[src/rtl/reu_pkg.sv]
// Shared definitions for the REU transfer sequencer.
//   state_t     : one-hot-free encoding of the sequencer states
//   xfer_t      : transfer type codes as written to the REU command register
//   first_state : access that opens every byte for a given transfer type
package reu_pkg;

  typedef enum logic [2:0] {
    S_IDLE  = 3'd0,
    S_ARM   = 3'd1,
    S_C64RD = 3'd2,
    S_REURD = 3'd3,
    S_C64WR = 3'd4,
    S_REUWR = 3'd5
  } state_t;

  typedef enum logic [1:0] {
    XT_STASH  = 2'b00,
    XT_FETCH  = 2'b01,
    XT_SWAP   = 2'b10,
    XT_VERIFY = 2'b11
  } xfer_t;

  // Fetch is the only type that starts on the REU side.
  function automatic state_t first_state(input xfer_t xt);
    return (xt == XT_FETCH) ? S_REURD : S_C64RD;
  endfunction

endpackage

[src/rtl/reu_xfer_seq.sv]
// REU DMA byte-transfer sequencer.
// Walks the per-byte access sequence for stash/fetch/swap/verify, one PHI2
// cycle per access, holding the two byte latches that carry data between the
// C64 bus and REU RAM. Everything updates on the falling edge of PHI2.
//
// Inputs : PHI2 (clock), Reset (sync, active-high), Start, FF00Decode,
//          FF00Hit, XferType[1:0], Length1, BA, C64DI[7:0], REUDI[7:0]
// Outputs: nDMA, C64AOE, C64RnW, C64DO[7:0], C64DOE, REURD, REUWR,
//          REUDO[7:0], NextCA, NextREUA, XferEnd, VerifyErr, Busy
//          (all driven straight from registers)
module reu_xfer_seq
  import reu_pkg::*;
(
  input  logic       PHI2,
  input  logic       Reset,
  input  logic       Start,
  input  logic       FF00Decode,
  input  logic       FF00Hit,
  input  logic [1:0] XferType,
  input  logic       Length1,
  input  logic       BA,
  input  logic [7:0] C64DI,
  input  logic [7:0] REUDI,
  output logic       nDMA,
  output logic       C64AOE,
  output logic       C64RnW,
  output logic [7:0] C64DO,
  output logic       C64DOE,
  output logic       REURD,
  output logic       REUWR,
  output logic [7:0] REUDO,
  output logic       NextCA,
  output logic       NextREUA,
  output logic       XferEnd,
  output logic       VerifyErr,
  output logic       Busy
);

  xfer_t  xt;
  state_t state_q, state_d;
  logic [7:0] a_q, a_d, b_q, b_d;
  logic ndma_q, aoe_q, rnw_q, doe_q, rd_q, wr_q, next_q, end_q, verr_q, busy_q;
  logic aoe_d, next_d, end_d, verr_d, byte_done, c64_d, wr64_d;

  assign xt = xfer_t'(XferType);

  always_comb begin
    state_d   = state_q;
    a_d       = a_q;
    b_d       = b_q;
    next_d    = 1'b0;
    end_d     = 1'b0;
    verr_d    = 1'b0;
    byte_done = 1'b0;
    unique case (state_q)
      S_IDLE:  if (Start) state_d = FF00Decode ? S_ARM : first_state(xt);
      S_ARM:   if (FF00Hit) state_d = first_state(xt);
      // A C64 access completes only at the end of a cycle in which the bus
      // was actually driven; otherwise the state is simply repeated.
      S_C64RD: if (aoe_q) begin
        a_d     = C64DI;
        state_d = (xt == XT_STASH) ? S_REUWR : S_REURD;
      end
      S_REURD: begin
        b_d = REUDI;
        if (xt == XT_FETCH || xt == XT_SWAP) state_d = S_C64WR;
        else if (xt == XT_VERIFY && REUDI != a_q) begin
          // Mismatch aborts the transfer ahead of any end-of-length handling.
          verr_d  = 1'b1;
          state_d = S_IDLE;
        end else byte_done = 1'b1;
      end
      S_C64WR: if (aoe_q) begin
        if (xt == XT_SWAP) state_d = S_REUWR;
        else byte_done = 1'b1;
      end
      S_REUWR: byte_done = 1'b1;
      default: state_d = S_IDLE;
    endcase
    if (byte_done) begin
      if (Length1) begin
        end_d   = 1'b1;
        state_d = S_IDLE;
      end else begin
        next_d  = 1'b1;
        state_d = first_state(xt);
      end
    end
  end

  // Bus-side controls for the state being entered, sampled with BA now.
  assign c64_d  = (state_d == S_C64RD) || (state_d == S_C64WR);
  assign aoe_d  = c64_d && BA;
  assign wr64_d = (state_d == S_C64WR) && BA;

  always_ff @(negedge PHI2) begin
    if (Reset) begin
      state_q <= S_IDLE;
      a_q     <= 8'h00;
      b_q     <= 8'h00;
      ndma_q  <= 1'b1;
      aoe_q   <= 1'b0;
      rnw_q   <= 1'b1;
      doe_q   <= 1'b0;
      rd_q    <= 1'b0;
      wr_q    <= 1'b0;
      next_q  <= 1'b0;
      end_q   <= 1'b0;
      verr_q  <= 1'b0;
      busy_q  <= 1'b0;
    end else begin
      state_q <= state_d;
      a_q     <= a_d;
      b_q     <= b_d;
      ndma_q  <= (state_d == S_IDLE) || (state_d == S_ARM);
      aoe_q   <= aoe_d;
      rnw_q   <= !wr64_d;
      doe_q   <= wr64_d;
      rd_q    <= (state_d == S_REURD);
      wr_q    <= (state_d == S_REUWR);
      next_q  <= next_d;
      end_q   <= end_d;
      verr_q  <= verr_d;
      busy_q  <= (state_d != S_IDLE);
    end
  end

  assign nDMA      = ndma_q;
  assign C64AOE    = aoe_q;
  assign C64RnW    = rnw_q;
  assign C64DO     = b_q;
  assign C64DOE    = doe_q;
  assign REURD     = rd_q;
  assign REUWR     = wr_q;
  assign REUDO     = a_q;
  assign NextCA    = next_q;
  assign NextREUA  = next_q;
  assign XferEnd   = end_q;
  assign VerifyErr = verr_q;
  assign Busy      = busy_q;

endmodule

[config.mk]
export PLATFORM = sky130hd
export DESIGN_NAME = reu_xfer_seq
export DESIGN_NICKNAME = d
export VERILOG_FILES = /design/src/rtl/reu_pkg.sv /design/src/rtl/reu_xfer_seq.sv
export SDC_FILE = /design/constraint.sdc
export NUM_CORES = 1
export LEC_CHECK = 0
export CORE_ASPECT_RATIO = 1.25
export CORE_UTILIZATION = 40
export CTS_CLUSTER_SIZE = 8
export DETAILED_ROUTE_END_ITERATION = 10
export GPL_TIMING_DRIVEN = 0
export PLACE_DENSITY = 0.74
export SYNTH_ARGS = -nofsm -noshare
export SYNTH_HDL_FRONTEND = slang
export SYNTH_SLANG_ARGS = --single-unit
[constraint.sdc]
create_clock -name PHI2 -period 2.47 [get_ports PHI2]
set_clock_uncertainty 0.05 [all_clocks]
set_input_delay 0.494 -clock PHI2 [delete_from_list [all_inputs] [get_ports PHI2]]
set_output_delay 0.494 -clock PHI2 [all_outputs]
set_load 0.05 [all_outputs]
==> flow_metrics.tcl <==
set metrics [dict create \
    n_antenna_cell 0 \
    seqPwrFrac_pct 35.0 \
    drive_gt1_share_pct 54.2 \
    placedInstanceArea_mm2 0.00200 \
    regToRegSetupSlack_ps 450 \
    die_w_um 54.4 \
    wl_per_cell_um 16.7 \
    ir_drop_uv 509 \
    antenna_found_initial 0 \
    hold_viol_final 0 \
    pwr-share-clk_pct 42.6 \
    path_buf_inv 3 \
    avgSynthCellArea_um2 9.60 \
    combPwrFrac_pct 22.4 \
    cts_tree "yes" \
    drt_iter0_markers 47 \
    viasPerCell 5.12 \
    syn_nets 172 \
    die_y_um 67.5 \
    cp-end-kind "flip-flop" \
    root_buffer "clkbuf_8" \
    worstMarginPinSlew_ps 469 \
    cts.sinks 29 \
    cts.reportedPaths.clkPinSlew_ps 30 \
    drc 0 \
    ios 52 \
    grt_pass1_wl_mm 7.49 \
    final_common_cell "inv_1" \
    yosysUniqueCellTypes 38 \
    p_leak_nw 1.26 \
    layout_common_cells "inv_1 (33), buf_8 (25), buf_4 (22)" \
    postSynthCellCount 143 \
    worstSkewPairLatency_ps 370 \
    worstHoldPathType "reg2reg" \
    cts_buffer_depth 2 \
    startpoint_type "primary input" \
    synth_seq_cells 29 \
    r2r_start "state_q[2]" \
    swShare_pct 37.3 \
    status "complete, but fails checks" \
    numCtsBuffers 5 \
    grt_start_max_net_pins 11 \
    synthTopCellsByArea "dfxtp_1 (42%), mux2i_1 (12%), nor2_1 (5.5%)" \
    power_density_mw_per_mm2 529 \
    yosys_warnings 0 \
    route.vias.total 1485 \
    core.rowCount 23 \
    grt_overflow 0 \
    max_cap_violations 0 \
    critPathRequiredTime_ps 1410 \
    reg2reg_depth 7 \
    setup_ws_ps -438 \
    slew_viol_final 0 \
    path_class "in2reg" \
    critPathMaxStageDelay_ps 370 \
    rsz0062_at_grt "true" \
    yosysTopAreaCellShare_pct 42.3 \
    internal-power_w 0.000891 \
    grt_pass1_vias 1751 \
    cp_max_fo 5 \
    gp_congestion 0.761 \
    coreArea_mm2 0.00325 \
    cp.depth 8 \
    power.switching_w 0.000529 \
    r2r-end "C64RnW" \
    max-slew-margin-rel_pct 68.7 \
    cp_top_family "simple AND/OR/NAND/NOR gates" \
    arrival_ps 1840 \
    fin_worst_hold_slack_ps 467 \
    setup_violations 39 \
    critical_path.cell_chain "buf_12 -> inv_12 -> ha_4 -> or2_4 -> o22ai_4 -> or2_1 -> buf_6 -> or3_4" \
    initial_core_util_pct 42.2 \
    io_buffers 50 \
    worstHoldEndpoint "C64DO[7]" \
    final_cell_area_mm2 0.00269 \
    drt-total-wl_mm 4.84 \
    grtUsageTotal_pct 28.8 \
    slowest_stage "or3_4" \
    syn-cell-area_mm2 0.00137 \
    htreeDepth 2 \
    hpwl_mm 2.54 \
    firstDrtPassIters 4 \
    synth_area_leader_cell "dfxtp_1" \
    hold_start "C64DO[7]" \
    whs_path_depth 2 \
    failed_checks "setup timing" \
    synthToLayoutAreaGrowth_pct 95.7 \
    ant_nets 0 \
    design.die.area_mm2 0.00367 \
    final_nets 281 \
    synth_seq_area_share_pct 42.3 \
]
==> through the flow <==
stage | power, W | std cells | setup slack [ps] | TNS [ps] | utilization, %
floorplan | 0.000725 | 143 | -599 | -4440 | -
global route | 0.00151 | 290 | -474 | -9430 | 82.6
finish | 0.00142 | 290 | -438 | -8260 | 82.6
detailed placement | 0.000817 | 230 | -1430 | -28990 | 61.6
global placement | 0.000811 | 230 | -1400 | -28080 | 61.6
CTS | 0.00137 | 287 | -430 | -7540 | 80.4
==> area by class of cell <==
| type | instances | area (µm²) |
|---|---|---|
| repair buffers | 74 | 797 |
| plain buffers | 9 | 65.1 |
| clock buffers | 5 | 68.8 |
| clock inverters | 32 | 124 |
| inverters | 6 | 42.5 |
| well taps | 37 | 46.3 |
| multi-input cells | 98 | 913 |
| fillers | 180 | 566 |
| flip-flops and latches | 29 | 629 |
==> cells by family (layout without fill, tap and decap cells) <==
family                     Yosys count  after routing  share of synthesized area (%)
AOI/OAI and AO/OA                   19             19                           10.0
xor gates and xnor gates             8              8                           5.11
adders and majority gates            4              4                           3.65
buffers and inverters               16            126                           6.20
DFF                                 29             29                           42.3
muxes                               17             17                           12.4
and+or+nand+nor                     50             50                           20.3
==> worst max-delay path by stage <==
stage | end | start | slack, ps
6_report | C64RnW | XferType[1] | -440
5_1_grt | C64RnW | XferType[1] | -470
4_1_cts | C64RnW | XferType[1] | -430
3_5_place_dp | C64RnW | XferType[1] | -1430
3_3_place_gp | C64RnW | XferType[1] | -1400
2_1_floorplan | C64RnW | XferType[1] | -600
==> power groups by stage <==
| stage | Sequential, W | Clock, W | Combinational [W] |
|---|---|---|---|
| final | 0.000497 | 0.000605 | 0.000318 |
| after global routing | 0.000497 | 0.000675 | 0.000336 |
| after CTS | 0.000497 | 0.000583 | 0.000292 |
| after detailed placement | 0.000503 | 0.0000742 | 0.000240 |
| after global placement | 0.000503 | 0.0000742 | 0.000235 |
| after floorplan | 0.000545 | 0.0000742 | 0.000105 |
==> worst reg2reg max path, cell delays in order, from the launching register on <==
cell      delay (ps)
dfxtp_1          500
nand3b_1         190
buf_6            180
or2_4            180
o22ai_4           70
or2_1            230
buf_6            140
or3_4            370
==> what timing repair did <==
action	4_1_cts	5_1_grt
endpoints found under the setup margin	40	40
gates resized for setup	295	29
buffers inserted	21	3
hold buffers	0	0
pin swaps	26	8
==> metal layers <==
metal  part of all wire [%]  track usage [%]  up-vias
li1                       -                -      706
met1                     35             25.4      692
met2                     55             51.4       68
met3                    5.5             9.68       19
met4                    4.2             22.1        0
met5                      0                0        -
==> cell usage after synthesis, drive strengths merged <==
cell type	number
a211oi	1
buf	6
o22ai	1
nor4bb	1
and2	3
and4	1
inv	7
nand3b	2
clkbuf	3
o21ai	3
and3b	2
o32ai	1
or3	1
nand2	2
or2	4
nor2	20
or2b	1
nand3	2
mux2i	17
ha	4
nor4b	1
a32o	1
xnor2	8
a221oi	1
o211ai	2
a211o	1
o21ba	1
a21oi	5
nand4	2
o31ai	2
nor3	6
nor2b	2
dfxtp	29
==> sequential cells by signal, indices dropped and copies added (netlist names) <==
signal	cells
Busy	1
REURD	1
C64DO	8
C64AOE	1
state_q	3
C64DOE	1
XferEnd	1
C64RnW	1
REUWR	1
REUDO	8
NextCA	1
VerifyErr	1
nDMA	1
(Power assumes the default switching activity.)
